<file path="config.mk">
export PLATFORM = sky130hd
export DESIGN_NAME = irq_pending_select
export DESIGN_NICKNAME = d
export VERILOG_FILES = /design/src/rtl/irq_pkg.sv /design/src/rtl/irq_sync_edge.sv /design/src/rtl/irq_pending_select.sv
export SDC_FILE = /design/constraint.sdc
export NUM_CORES = 1
export LEC_CHECK = 0
export CORE_MARGIN = 2
export CORE_UTILIZATION = 35
export DETAILED_ROUTE_END_ITERATION = 12
export MAX_ROUTING_LAYER = met4
export PLACE_DENSITY_LB_ADDON = 0.15
export SYNTH_ARGS = -nofsm -noshare
export SYNTH_HDL_FRONTEND = slang
export SYNTH_SLANG_ARGS = --single-unit
</file>
<file path="constraint.sdc">
create_clock -name clk -period 2.7 [get_ports clk]
set_clock_uncertainty 0.15 [all_clocks]
set_input_delay 0.54 -clock clk [delete_from_list [all_inputs] [get_ports clk]]
set_output_delay 0.54 -clock clk [all_outputs]
set_load 0.02 [all_outputs]
</file>
<file path="src/rtl/irq_pkg.sv">
// Shared definitions for the interrupt pending/select stage and its bench model.
package irq_pkg;

    localparam int NSRC    = 32;
    localparam int CAUSE_W = 5;

    typedef enum logic {
        IDLE  = 1'b0,
        GRANT = 1'b1
    } irq_state_e;

    // Isolates the lowest set bit (two's complement trick); zero in, zero out.
    function automatic logic [NSRC-1:0] lowest_set(input logic [NSRC-1:0] x);
        return x & (-x);
    endfunction

endpackage

</file>
<file path="src/rtl/irq_sync_edge.sv">
// One-bit synchronizer with rise detection; emits a single-cycle pulse per rising edge.
module irq_sync_edge #(
    parameter int SYNC_STAGES = 2
) (
    input  logic clk,
    input  logic rst_n,
    input  logic d,
    output logic rise
);

    logic [SYNC_STAGES-1:0] sync_q;
    logic                   prev_q;

    // prev_q resets low, so a source already high at reset release counts as one edge.
    always_ff @(posedge clk or negedge rst_n) begin
        if (!rst_n) begin
            sync_q <= '0;
            prev_q <= 1'b0;
        end else begin
            sync_q <= {sync_q[SYNC_STAGES-2:0], d};
            prev_q <= sync_q[SYNC_STAGES-1];
        end
    end

    assign rise = sync_q[SYNC_STAGES-1] & ~prev_q;

endmodule

</file>
<file path="src/rtl/irq_pending_select.sv">
// Interrupt pending stage: latches requests, masks with enable, grants the lowest
// enabled pending source as a registered one-hot vector held until acknowledged.
module irq_pending_select
    import irq_pkg::*;
#(
    parameter int SYNC_STAGES = 2
) (
    input  logic            clk,
    input  logic            rst_n,
    input  logic [NSRC-1:0] irq_in,
    input  logic [NSRC-1:0] sw_set,
    input  logic            en_we,
    input  logic [NSRC-1:0] en_din,
    input  logic            ack,
    output logic [NSRC-1:0] onehot,
    output logic            valid,
    output logic [NSRC-1:0] pending,
    output logic [NSRC-1:0] enable,
    output logic            state_dbg
);

    // Handshake: onehot is offered while valid=1 and held unchanged until the
    // edge where ack=1; ack with valid=0 has no effect.

    logic [NSRC-1:0] irq_rise;
    logic [NSRC-1:0] cand;
    logic [NSRC-1:0] clr;
    logic [NSRC-1:0] pending_q;
    logic [NSRC-1:0] enable_q;
    logic [NSRC-1:0] onehot_q;
    logic            valid_q;
    irq_state_e      state_q;

    for (genvar i = 0; i < NSRC; i++) begin : g_sync
        irq_sync_edge #(
            .SYNC_STAGES(SYNC_STAGES)
        ) u_sync (
            .clk  (clk),
            .rst_n(rst_n),
            .d    (irq_in[i]),
            .rise (irq_rise[i])
        );
    end

    assign cand = pending_q & enable_q;
    assign clr  = (state_q == GRANT && ack) ? onehot_q : '0;

    // New sets are ORed in after the clear so a same-edge set survives the ack.
    always_ff @(posedge clk or negedge rst_n) begin
        if (!rst_n) begin
            pending_q <= '0;
        end else begin
            pending_q <= (pending_q & ~clr) | sw_set | irq_rise;
        end
    end

    always_ff @(posedge clk or negedge rst_n) begin
        if (!rst_n) begin
            enable_q <= '0;
        end else if (en_we) begin
            enable_q <= en_din;
        end
    end

    always_ff @(posedge clk or negedge rst_n) begin
        if (!rst_n) begin
            state_q  <= IDLE;
            onehot_q <= '0;
            valid_q  <= 1'b0;
        end else begin
            case (state_q)
                IDLE: begin
                    if (cand != '0) begin
                        onehot_q <= lowest_set(cand);
                        valid_q  <= 1'b1;
                        state_q  <= GRANT;
                    end
                end
                GRANT: begin
                    // The grant is frozen: later enable changes or higher-priority
                    // arrivals wait for the mandatory idle cycle after ack.
                    if (ack) begin
                        onehot_q <= '0;
                        valid_q  <= 1'b0;
                        state_q  <= IDLE;
                    end
                end
                default: begin
                    onehot_q <= '0;
                    valid_q  <= 1'b0;
                    state_q  <= IDLE;
                end
            endcase
        end
    end

    assign onehot    = onehot_q;
    assign valid     = valid_q;
    assign pending   = pending_q;
    assign enable    = enable_q;
    assign state_dbg = (state_q == GRANT);

endmodule

</file>
== Word level (Yosys, flattened, before mapping) ==
Cells that the tools add are included.

* Bitwise logic cells: 71
* Eq/ne operators: 2
* Div/mod/pow operators: 0
* Reduce and logical (&&, ||, !) cells: 3
* Muxes and demuxes: 10
* Add/subtract/negate cells: 1
* Order comparisons: 0
* Multiply operators: 0
* Shift-type cells: 0

{| class="wikitable"
|+ Operators by type and width
! cell !! number
|-
| $and 32x32->32 || 3
|-
| $mux 32 || 3
|-
| $or 32x32->32 || 2
|-
| $pmux 32 s2 || 1
|-
| $not 1->1 || 33
|-
| $and 1x1->1 || 32
|-
| $neg 32->32 || 1
|-
| $not 32->32 || 1
|-
| $reduce_bool 32->1 || 1
|-
| $mux 1 || 4
|-
| $ne 2x2->1 const B || 2
|-
| $pmux 1 s2 || 2
|-
| $reduce_and 2->1 || 1
|-
| $logic_and 1x1->1 || 1
|}

* Output and inout port bits: 98
* Bits in latches: 0
* Memories kept: 0
* Register bits after elaboration: 194
* Memory bits (read-only): 0
* Bits in writable memories: 0

== Longest topological paths before layout ==
Gate-level depths: netlist of run 1.

* Depth in word-level cells: 6
* Gate-level depth with buffers: 7
* Depth with buffers taken out: 5

== Modules after synthesis ==
Synthesis of run 1 repeated with hierarchy kept, for this count alone.

* Cells, all modules: 453
* Area, all modules: 6899.1 um^2

{| class="wikitable"
|+ By module, submodules not included
! module !! area each (um^2) !! times used !! cells an instance !! sequential area each (um^2)
|-
| irq_pending_select || 4056.4 || 1 || 325 || 2452.4
|-
| irq_sync_edge || 88.8 || 32 || 4 || 75.1
|}

== Worst setup path after synthesis of run 1 ==
Ideal clock, no wire load.

* Kind: reg-to-reg
* Start: register enable_q[5] (netlist: enable[5])
* End: register onehot_q[28] (netlist: onehot[28])
* Path slack: 479 ps
* Required time: 2486 ps
* Cell stages (with the launch flop): 6
* Library setup time: 64 ps
* Buffers on the path: 0
* Data arrival time: 2007 ps
* Path through: dfrtp_1 a222oi_1 nand3_2 or4_4 nor3_2 a21o_1

* Word-level cells in the longest chain between the ends: 5
* Elaborated cells on any way between the ends: 8
* Those cells by class: add/sub (1); eq/ne (1); mux (2); bitwise (2); reduce/logical (2)

{| class="wikitable"
|+ RTL lines
! what !! line !! source
|-
| start, declared || irq_pending_select.sv:29 || <nowiki>logic [NSRC-1:0] enable_q;</nowiki>
|-
| start signal, assigned || irq_pending_select.sv:61 || <nowiki>enable_q <= en_din;</nowiki>
|-
| $and 32x32->32 * || irq_pending_select.sv:45 || <nowiki>assign cand = pending_q & enable_q;</nowiki>
|-
| $neg 32->32 || irq_pkg.sv:14 || <nowiki>return x & (-x);</nowiki>
|-
| $and 32x32->32 || irq_pkg.sv:14 ||
|-
| $mux 32 || irq_pending_select.sv:73 || <nowiki>if (cand != '0) begin</nowiki>
|-
| $pmux 32 s2 || irq_pending_select.sv:71 || <nowiki>case (state_q)</nowiki>
|-
| end signal, assigned || irq_pending_select.sv:74 || <nowiki>onehot_q <= lowest_set(cand);</nowiki>
|-
| end, declared || irq_pending_select.sv:30 || <nowiki>logic [NSRC-1:0] onehot_q;</nowiki>
|}

Mark *: on every way between the ends. The rest lies on a longest branch, timed or not. The select of a mux whose other input is x is not followed.
A chain may end at the register's enable or synchronous reset.

== Worst setup path in the final report of run 1 ==
* Start: register pending_q[26] (netlist: pending[26])
* End: register onehot_q[27] (netlist: onehot[27])

* Word-level cells in the longest chain between the ends: 5
* Elaborated cells on any way between the ends: 8
* Those cells by class: add/sub (1); eq/ne (1); mux (2); bitwise (2); reduce/logical (2)

{| class="wikitable"
|+ RTL lines
! what !! line !! source
|-
| start, declared || irq_pending_select.sv:28 || <nowiki>logic [NSRC-1:0] pending_q;</nowiki>
|-
| start signal, assigned || irq_pending_select.sv:53 || <nowiki>pending_q <= (pending_q & ~clr) | sw_set | irq_rise;</nowiki>
|-
| $and 32x32->32 * || irq_pending_select.sv:45 ||
|-
| $neg 32->32 || irq_pkg.sv:14 ||
|-
| $and 32x32->32 || irq_pkg.sv:14 ||
|-
| $mux 32 || irq_pending_select.sv:73 ||
|-
| $pmux 32 s2 || irq_pending_select.sv:71 ||
|}

Marks and branches as above.

==> results of run 1 <==
stage by stage:
stage          utilization, %  cell area, um^2  hold WS, ns  setup slack (ns)  instances
3_5_place_dp             48.2             8980        0.185             0.226        885
6_report                 51.4             9580        0.198             0.221        919
5_1_grt                  51.4             9580        0.203             0.102        919
4_1_cts                  51.4             9580        0.201             0.195        918
2_1_floorplan               -             6640       0.0944             0.479        451
3_3_place_gp             48.2             8980        0.181             0.295        885
cell type report:
cell class,instances,area [um^2]
tap,234,293
timing repair buffer,213,2120
clock buffer,19,433
antenna,1,2.50
clock inverter,13,153
fill,1603,9060
sequential,194,4850
inverter,34,128
multi-input combinational,211,1600
power by group through the flow:
stage	Clock [mW]	Sequential [mW]	Combinational, mW
floorplan	0	3.23	0.152
global placement	0	3.18	0.614
detailed placement	0	3.18	0.617
CTS	2.58	3.13	0.623
global route	2.72	3.14	0.664
finish	2.51	3.13	0.610
worst reg2reg max path, stage by stage (launching register included):
cell and delay, ns:
sky130_fd_sc_hd__dfrtp_1 0.40, sky130_fd_sc_hd__a222oi_1 0.46, sky130_fd_sc_hd__nand2_1 0.20, sky130_fd_sc_hd__nor3_2 0.51, sky130_fd_sc_hd__a32o_2 0.29, sky130_fd_sc_hd__buf_4 0.22, sky130_fd_sc_hd__a22o_1 0.18
worst max path at each step:
stage                          start  cells after the start                     end
2_1_floorplan  enable[5]$_DFFE_PN0P_                      5  onehot[28]$_DFFE_PN0P_
3_3_place_gp   pending[26]$_DFF_PN0_                      6  onehot[10]$_DFFE_PN0P_
3_5_place_dp   pending[26]$_DFF_PN0_                      6  onehot[27]$_DFFE_PN0P_
4_1_cts        pending[26]$_DFF_PN0_                      6  onehot[18]$_DFFE_PN0P_
5_1_grt        pending[26]$_DFF_PN0_                      6   onehot[3]$_DFFE_PN0P_
6_report       pending[26]$_DFF_PN0_                      6  onehot[27]$_DFFE_PN0P_
cell usage in the layout, fill, tap and decap left out, drive strengths merged, types with 2 or more instances in the layout:
master           n
nor3             4
a22o             6
inv             38
o2bb2ai         15
clkbuf          20
a22oi            2
and2             2
and3             3
a21o             5
nand3           10
and4             6
clkinvlp         6
mux2            32
a32o             8
bufinv           2
dfrtp          194
a221o           32
a222oi           6
clkdlybuf4s50  195
nand4            4
nand2           60
buf             16
a21oi            6
state kept, by name, summed over array words and instances (netlist names):
signal                cells
enable                   32
g_sync.u_sync.prev_q     32
g_sync.u_sync.sync_q     64
onehot                   32
pending                  32
state_dbg                 1
valid                     1
layer usage:
layer  up-vias  global-route usage [%]
li1       2087                       -
met1      2271                    24.6
met2       194                    26.5
met3        15                    5.30
met4         0                    5.63
met5         -                       -
cells by family (layout without fill, tap and decap cells):
family,Yosys count,in the layout
AO/OA/AOI/OAI,84,84
buffers and inverters,46,279
flip-flops,194,194
multiplexers,32,32
other,0,1
AND/OR/NAND/NOR,95,95
repair_timing:
item / CTS / global route
hold buffers: 1 / 0
setup buffers: 0 / 0
hold endpoints to repair: 46 / 0
==> metrics.md, run 1 <==
| Metric | Value |
|---|---|
| Final setup violating endpoints | `0` |
| Floorplan Core Area | `18600 um^2` |
| Slew at the pin closest to its max-slew limit | `0.563 ns` |
| Detailed Place HPWL | `12000 um` |
| Depth of the most critical reg-to-reg path | `6` |
| Power density over the cells | `652 nW/um^2` |
| CTS sink cnt | `194` |
| Worst endpoint required time | `2.91 ns` |
| Wl on met1 | `7630 um` |
| Final Total Pwr | `6.25 mW` |
| Number of buffers created by CTS | `17` |
| Worst min-delay path category | `register to register` |
| Routed wirelength normalized by instance count | `18.1 um` |
| Leakage component of the power | `4.03 nW` |
| Number of top-level pins | `198` |
| Reg power frac | `50.1%` |
| Worst reg2reg setup slack | `0.22 ns` |
| Largest buffer count on any clock path | `2` |
| Min Clock Period, post-route | `2.48 ns` |
| YS warnings | `0` |
| Initial drt markers | `311` |
| Via count | `4567` |
| Worst reg2reg startpoint | `pending[26]$_DFF_PN0_` |
| Clk Latency, worst-skew pair | `0.42 ns` |
| DR WL met3 | `1310 um` |
| Global route total overflow | `0` |
| Library cells used by synthesis | `35` |
| Worst-path cell chain | `a222oi_1 -> nand2_1 -> nor3_2 -> a32o_2 -> buf_4 -> a22o_1` |
| Post-synth top cells | `sky130_fd_sc_hd__dfrtp_1 (194), sky130_fd_sc_hd__nand2_1 (60), sky130_fd_sc_hd__inv_1 (34), sky130_fd_sc_hd__a221o_1 (32), sky130_fd_sc_hd__mux2_2 (32)` |
| Hold Crit Endpoint | `g_sync[16].u_sync.sync_q[1]$_DFF_PN0_` |
| Compound-gate portion of the synthesized area | `11.4%` |
| Post-route DRC | `0` |
| XOR/XNOR Fraction of Synth Area | `0%` |
| Overall global routing resource usage | `18.1%` |
| Mux share of post-synthesis cell area | `5.43%` |
| Max Fclk | `403 MHz` |
| Count of pins over their slew limit | `0` |
| Crit path capture type | `register` |
| Synth Area in Adders | `0%` |
| Share of the synthesized area in the top cell type | `73.2%` |
| Arr. time, crit path | `2.69 ns` |
| Post-synthesis net count | `551` |
| Die width | `142 um` |
| Worst slew margin relative to its limit | `62.3%` |
| Most repeated cell in the gate-level netlist after synthesis | `sky130_fd_sc_hd__dfrtp_1` |
| Type of the worst setup path | `register to register` |
| Share of layout cells above drive strength 1 | `12.9%` |
| Synthesis-to-layout area growth | `44.4%` |
| Clock H-tree levels | `4` |
| Share of flip-flops with an asynchronous set or reset | `100%` |
| Starting density of the core | `35.6%` |
| TritonCTS clock tree | `built` |
| Antenna violations before repair | `1` |
| Setup TNS | `0 ns` |
| Site Rows | `50` |
| Synthesized area divided by synthesized cell count | `14.7 um^2` |
| Weighted congestion reported at the end of routability-driven placement | `0.794` |
| Count of input and output buffers | `197` |
| Max-cap violations | `0` |
| Switching pwr | `1.51 mW` |
| Synthesized flop and latch total | `194` |
| Endpoint of the most critical register-to-register path | `onehot[27]$_DFFE_PN0P_` |
| Via count of the first global-routing pass | `4899` |
| Crit path max-delay cell type | `sky130_fd_sc_hd__nor3_2` |
| Wire length of the first global-routing pass | `27000 um` |
| First-pass detailed-route iteration total | `5` |
| Clk slew on worst S/H paths | `0.07 ns` |
| Largest net degree at the start of global routing | `55` |
| Family with the most delay on the worst path | `compound AO/OA/AOI/OAI gates` |
| Count of antenna-violating nets left after detailed routing | `0` |
| Setup crit start kind | `register` |
| Total Nets Final | `771` |
| Routed met2 length | `7540 um` |
| Master cell of the clock root buffer | `sky130_fd_sc_hd__clkbuf_16` |
| Count of cells resized by post-cts repair | `0` |
| Number of flops mapped to enable cells by yosys | `0` |
| Max VDD drop | `0.000413 V` |
| Synthesized-area fraction occupied by and/or/nand/nor cells | `7.24%` |
| Die footprint | `20100 um^2` |
| Total internal power | `4.74 mW` |
| Unrepaired setup endpoints after global routing | `false` |
| Largest area contributor in the netlist | `sky130_fd_sc_hd__dfrtp_1` |
| Routed wire length | `16700 um` |
| Comb pwr share | `9.8%` |
| Leading register cell type out of synthesis | `sky130_fd_sc_hd__dfrtp_1` |
| Final count of hold timing violations | `0` |
| Switching power share of the total | `24.1%` |
| Worst hold path cell count | `0` |
| Leading cell types by total area after synthesis | `sky130_fd_sc_hd__dfrtp_1 (73%), sky130_fd_sc_hd__mux2_2 (5.4%), sky130_fd_sc_hd__a221o_1 (4.8%), sky130_fd_sc_hd__nand2_1 (3.4%), sky130_fd_sc_hd__o2bb2ai_1 (2.0%)` |
| Origin of the worst min-delay path | `g_sync[16].u_sync.sync_q[0]$_DFF_PN0_` |
| Worst Path Buf+Inv | `1` |
| Share of the cycle needed by the critical path after routing | `91.8%` |
| Delay contributed by the slowest stage of the critical path | `0.51 ns` |
| Floorplan die height | `142 um` |
| Main combinational cell family by area after synthesis | `compound AO/OA/AOI/OAI gates` |
| Share of the yosys chip area belonging to registers | `73.2%` |
| Top routing layer in use | `met4` |
| Syn Inst Count | `451` |
| Result of the run | `complete, no violations` |
| Maximum fanout along the worst path | `16` |
| Synth Cell Area | `6640 um^2` |
| Average via count per standard cell | `4.97` |
| Clock network fraction of total power | `40.2%` |
Note: power is estimated with default switching activity, not from simulation.
==> run 2, diff against run 1 <==
DONT_BUFFER_PORTS = 1   (was unset)
HOLD_SLACK_MARGIN = 0.15   (was unset)
SETUP_SLACK_MARGIN = 0.05   (was unset)
==> metrics.md, run 2 (same netlist as run 1, synthesis figures left out) <==
| Metric | Value |
|---|---|
| Maximum fanout along the worst path | `20 (+4)` |
| Type of the worst setup path | `register to register` |
| Worst reg2reg startpoint | `enable[26]$_DFFE_PN0P_` |
| Post-route DRC | `0 (unchanged)` |
| Number of buffers inserted for hold repair after clock tree synthesis | `128 (+127)` |
| Depth of the most critical reg-to-reg path | `6 (unchanged)` |
| Worst endpoint required time | `2.91 ns (about the same)` |
| Synthesis-to-layout area growth | `35.1%` |
| Share of the cycle needed by the critical path after routing | `93.7% (+1.9 points)` |
| Number of top-level pins | `198 (unchanged)` |
| Routed wirelength normalized by instance count | `19.2 um (+5.9%)` |
| Largest net degree at the start of global routing | `195 (+250%)` |
| Antenna violations before repair | `0 (-1)` |
| Largest Register | `g_sync.u_sync.sync_q` |
| Unrepaired setup endpoints after global routing | `false` |
| Die width | `142 um (unchanged)` |
| Count of pins over their slew limit | `0 (unchanged)` |
| Clock H-tree levels | `4 (unchanged)` |
| Reg power frac | `52.2% (+2.1 points)` |
| Total Nets Final | `714 (-7.4%)` |
| Total internal power | `4.70 mW (-0.89%)` |
| Max Fclk | `395 MHz (-2.1%)` |
| First-pass detailed-route iteration total | `7 (+2)` |
| Count of antenna-violating nets left after detailed routing | `0 (unchanged)` |
| Placed Instance Area | `7070 um^2 (-21%)` |
| Floorplan die height | `142 um (unchanged)` |
| Routed wire length | `16600 um (-0.76%)` |
| Weighted congestion reported at the end of routability-driven placement | `0.783 (-1.3%)` |
| Power density over the cells | `680 nW/um^2 (+4.3%)` |
| Share of layout cells above drive strength 1 | `15.6% (+2.8 points)` |
| Flip-flop count of the largest register, all copies and words added | `64 (unchanged)` |
| Failing checks | `negative hold slack` |
| Minimum hold slack | `-0.337 ns (-0.535 ns)` |
| Final design area excluding fillers | `8960 um^2 (-6.5%)` |
| Max VDD drop | `0.000397 V (-3.9%)` |
| N_diodes | `0 (-1)` |
| Die footprint | `20100 um^2 (unchanged)` |
| Initial drt markers | `275 (-12%)` |
| Clk Latency, worst-skew pair | `0.42 ns (about the same)` |
| Via count | `4385 (-4.0%)` |
| Detailed Place HPWL | `10800 um (-9.6%)` |
| Starting density of the core | `35.6% (unchanged)` |
| Clock network fraction of total power | `40.6% (+0.4 points)` |
| Master cell of the clock root buffer | `sky130_fd_sc_hd__clkbuf_16` |
| Worst slew margin relative to its limit | `69.1% (+6.8 points)` |
| Endpoint of the most critical register-to-register path | `onehot[30]$_DFFE_PN0P_` |
| Final count of hold timing violations | `194 (+194)` |
| Setup crit start kind | `register` |
| Overall global routing resource usage | `17.4% (-0.71 points)` |
| Top library cells by usage in the layout, fill and taps aside | `sky130_fd_sc_hd__dfrtp_1 (194), sky130_fd_sc_hd__dlygate4sd3_1 (128), sky130_fd_sc_hd__nand2_1 (60)` |
| Min Clock Period, post-route | `2.53 ns (+0.0526 ns)` |
| Floorplan Core Area | `18600 um^2 (unchanged)` |
| Via count of the first global-routing pass | `4705 (-4.0%)` |
| Worst Slack Setup Final | `0.169 ns (-0.0526 ns)` |
| Switching power share of the total | `22.9% (-1.2 points)` |
| Largest buffer count on any clock path | `2 (unchanged)` |
| Result of the run | `finished, violations left` |
| CTS sink cnt | `194 (unchanged)` |
| Leakage component of the power | `3.87 nW (-4.1%)` |
| Max-cap violations | `0 (unchanged)` |
| Count of input and output buffers | `0 (-100%)` |
| TritonCTS clock tree | `built` |
| Wire length of the first global-routing pass | `25700 um (-4.6%)` |
| Worst min-delay path category | `primary input to async pin` |
| Average via count per standard cell | `5.09 (+2.5%)` |
| Most common cell after layout, fill and taps aside | `sky130_fd_sc_hd__dfrtp_1` |
| Post-Place Worst Slack | `0.0332 ns (-0.192 ns)` |
| Worst reg2reg setup slack | `0.17 ns (-0.05 ns)` |
| Crit path capture type | `register` |
| Clk slew on worst S/H paths | `0.07 ns (about the same)` |
| Comb pwr share | `7.2% (-2.6 points)` |
| Site Rows | `50 (unchanged)` |
| Arr. time, crit path | `2.74 ns (+0.05 ns)` |
| Slew at the pin closest to its max-slew limit | `0.464 ns (-0.0991 ns)` |
| Number of buffers created by CTS | `17 (unchanged)` |
| Final setup violating endpoints | `0 (unchanged)` |
| Switching pwr | `1.40 mW (-7.3%)` |
| Setup TNS | `0 ns (unchanged)` |
| Global route total overflow | `0 (unchanged)` |
==> run 2: changes by cell type in the layout (fill, tap and decap cells not counted), sizes merged <==
cell,delta
dlygate4sd3,+127
diode,-1
clkbuf,+1
clkdlybuf4s50,-195
clkinvlp,-4
clkinv,+2
buf,+12
==> run 2: metal layers <==
metal	wire length (um)	GRT usage [%]
met1	7170	21.8
met2	7840	26.2
met3	1390	7.56
met4	153	4.53
met5	0	-
==> run 2: worst max path at each step <==
| stage | start | to | slack, ns | cells after the start |
|---|---|---|---|---|
| 2_1_floorplan | enable[5]$_DFFE_PN0P_ | onehot[28]$_DFFE_PN0P_ | 0.48 | 5 |
| 3_3_place_gp | pending[26]$_DFF_PN0_ | onehot[17]$_DFFE_PN0P_ | 0.09 | 6 |
| 3_5_place_dp | pending[26]$_DFF_PN0_ | onehot[27]$_DFFE_PN0P_ | 0.03 | 6 |
| 4_1_cts | enable[10]$_DFFE_PN0P_ | onehot[31]$_DFFE_PN0P_ | 0.09 | 5 |
| 5_1_grt | enable[26]$_DFFE_PN0P_ | onehot[11]$_DFFE_PN0P_ | 0.05 | 6 |
| 6_report | enable[26]$_DFFE_PN0P_ | onehot[30]$_DFFE_PN0P_ | 0.17 | 6 |
==> run 2: power groups by stage <==
stage          clock network, mW  registers (mW)  logic, mW
6_report                    2.47            3.18      0.439
2_1_floorplan                  0            3.23      0.152
5_1_grt                     2.68            3.20      0.474
3_3_place_gp                   0            3.23      0.243
4_1_cts                     2.56            3.18      0.430
3_5_place_dp                   0            3.24      0.247
==> run 2: critical path: stages (launching register included) <==
cell and delay, ns:
sky130_fd_sc_hd__dfrtp_1 0.47, sky130_fd_sc_hd__a222oi_1 0.52, sky130_fd_sc_hd__nand2_1 0.24, sky130_fd_sc_hd__nor3_4 0.40, sky130_fd_sc_hd__a32o_2 0.25, sky130_fd_sc_hd__buf_4 0.25
sky130_fd_sc_hd__a22o_1 0.18
==> run 2: metrics by stage <==
step           total power [mW]  hold WS [ns]  std cells  util [%]
2_1_floorplan              3.38        0.0944        451         -
3_3_place_gp               3.48         0.100        698      37.9
3_5_place_dp               3.48         0.101        698      37.9
4_1_cts                    6.17        -0.363        858      47.9
5_1_grt                    6.35        -0.377        861      48.1
6_report                   6.09        -0.337        861      48.1
==> run 2: layout make-up <==
class / instances / area (um^2)
Clock buffer: 21 / 450
Clock inverter: 11 / 128
Fill cell: 1654 / 9680
Inverter: 34 / 128
Multi-Input combinational cell: 211 / 1600
Sequential cell: 194 / 4850
Tap cell: 234 / 293
Timing Repair Buffer: 156 / 1500
==> run 2: timing repair <==
action,in CTS,in global routing
endpoints found under the setup margin,20,26
resized for setup,1,0
pin swaps,0,4
setup buffers,0,3
endpoints found under the hold margin,290,194
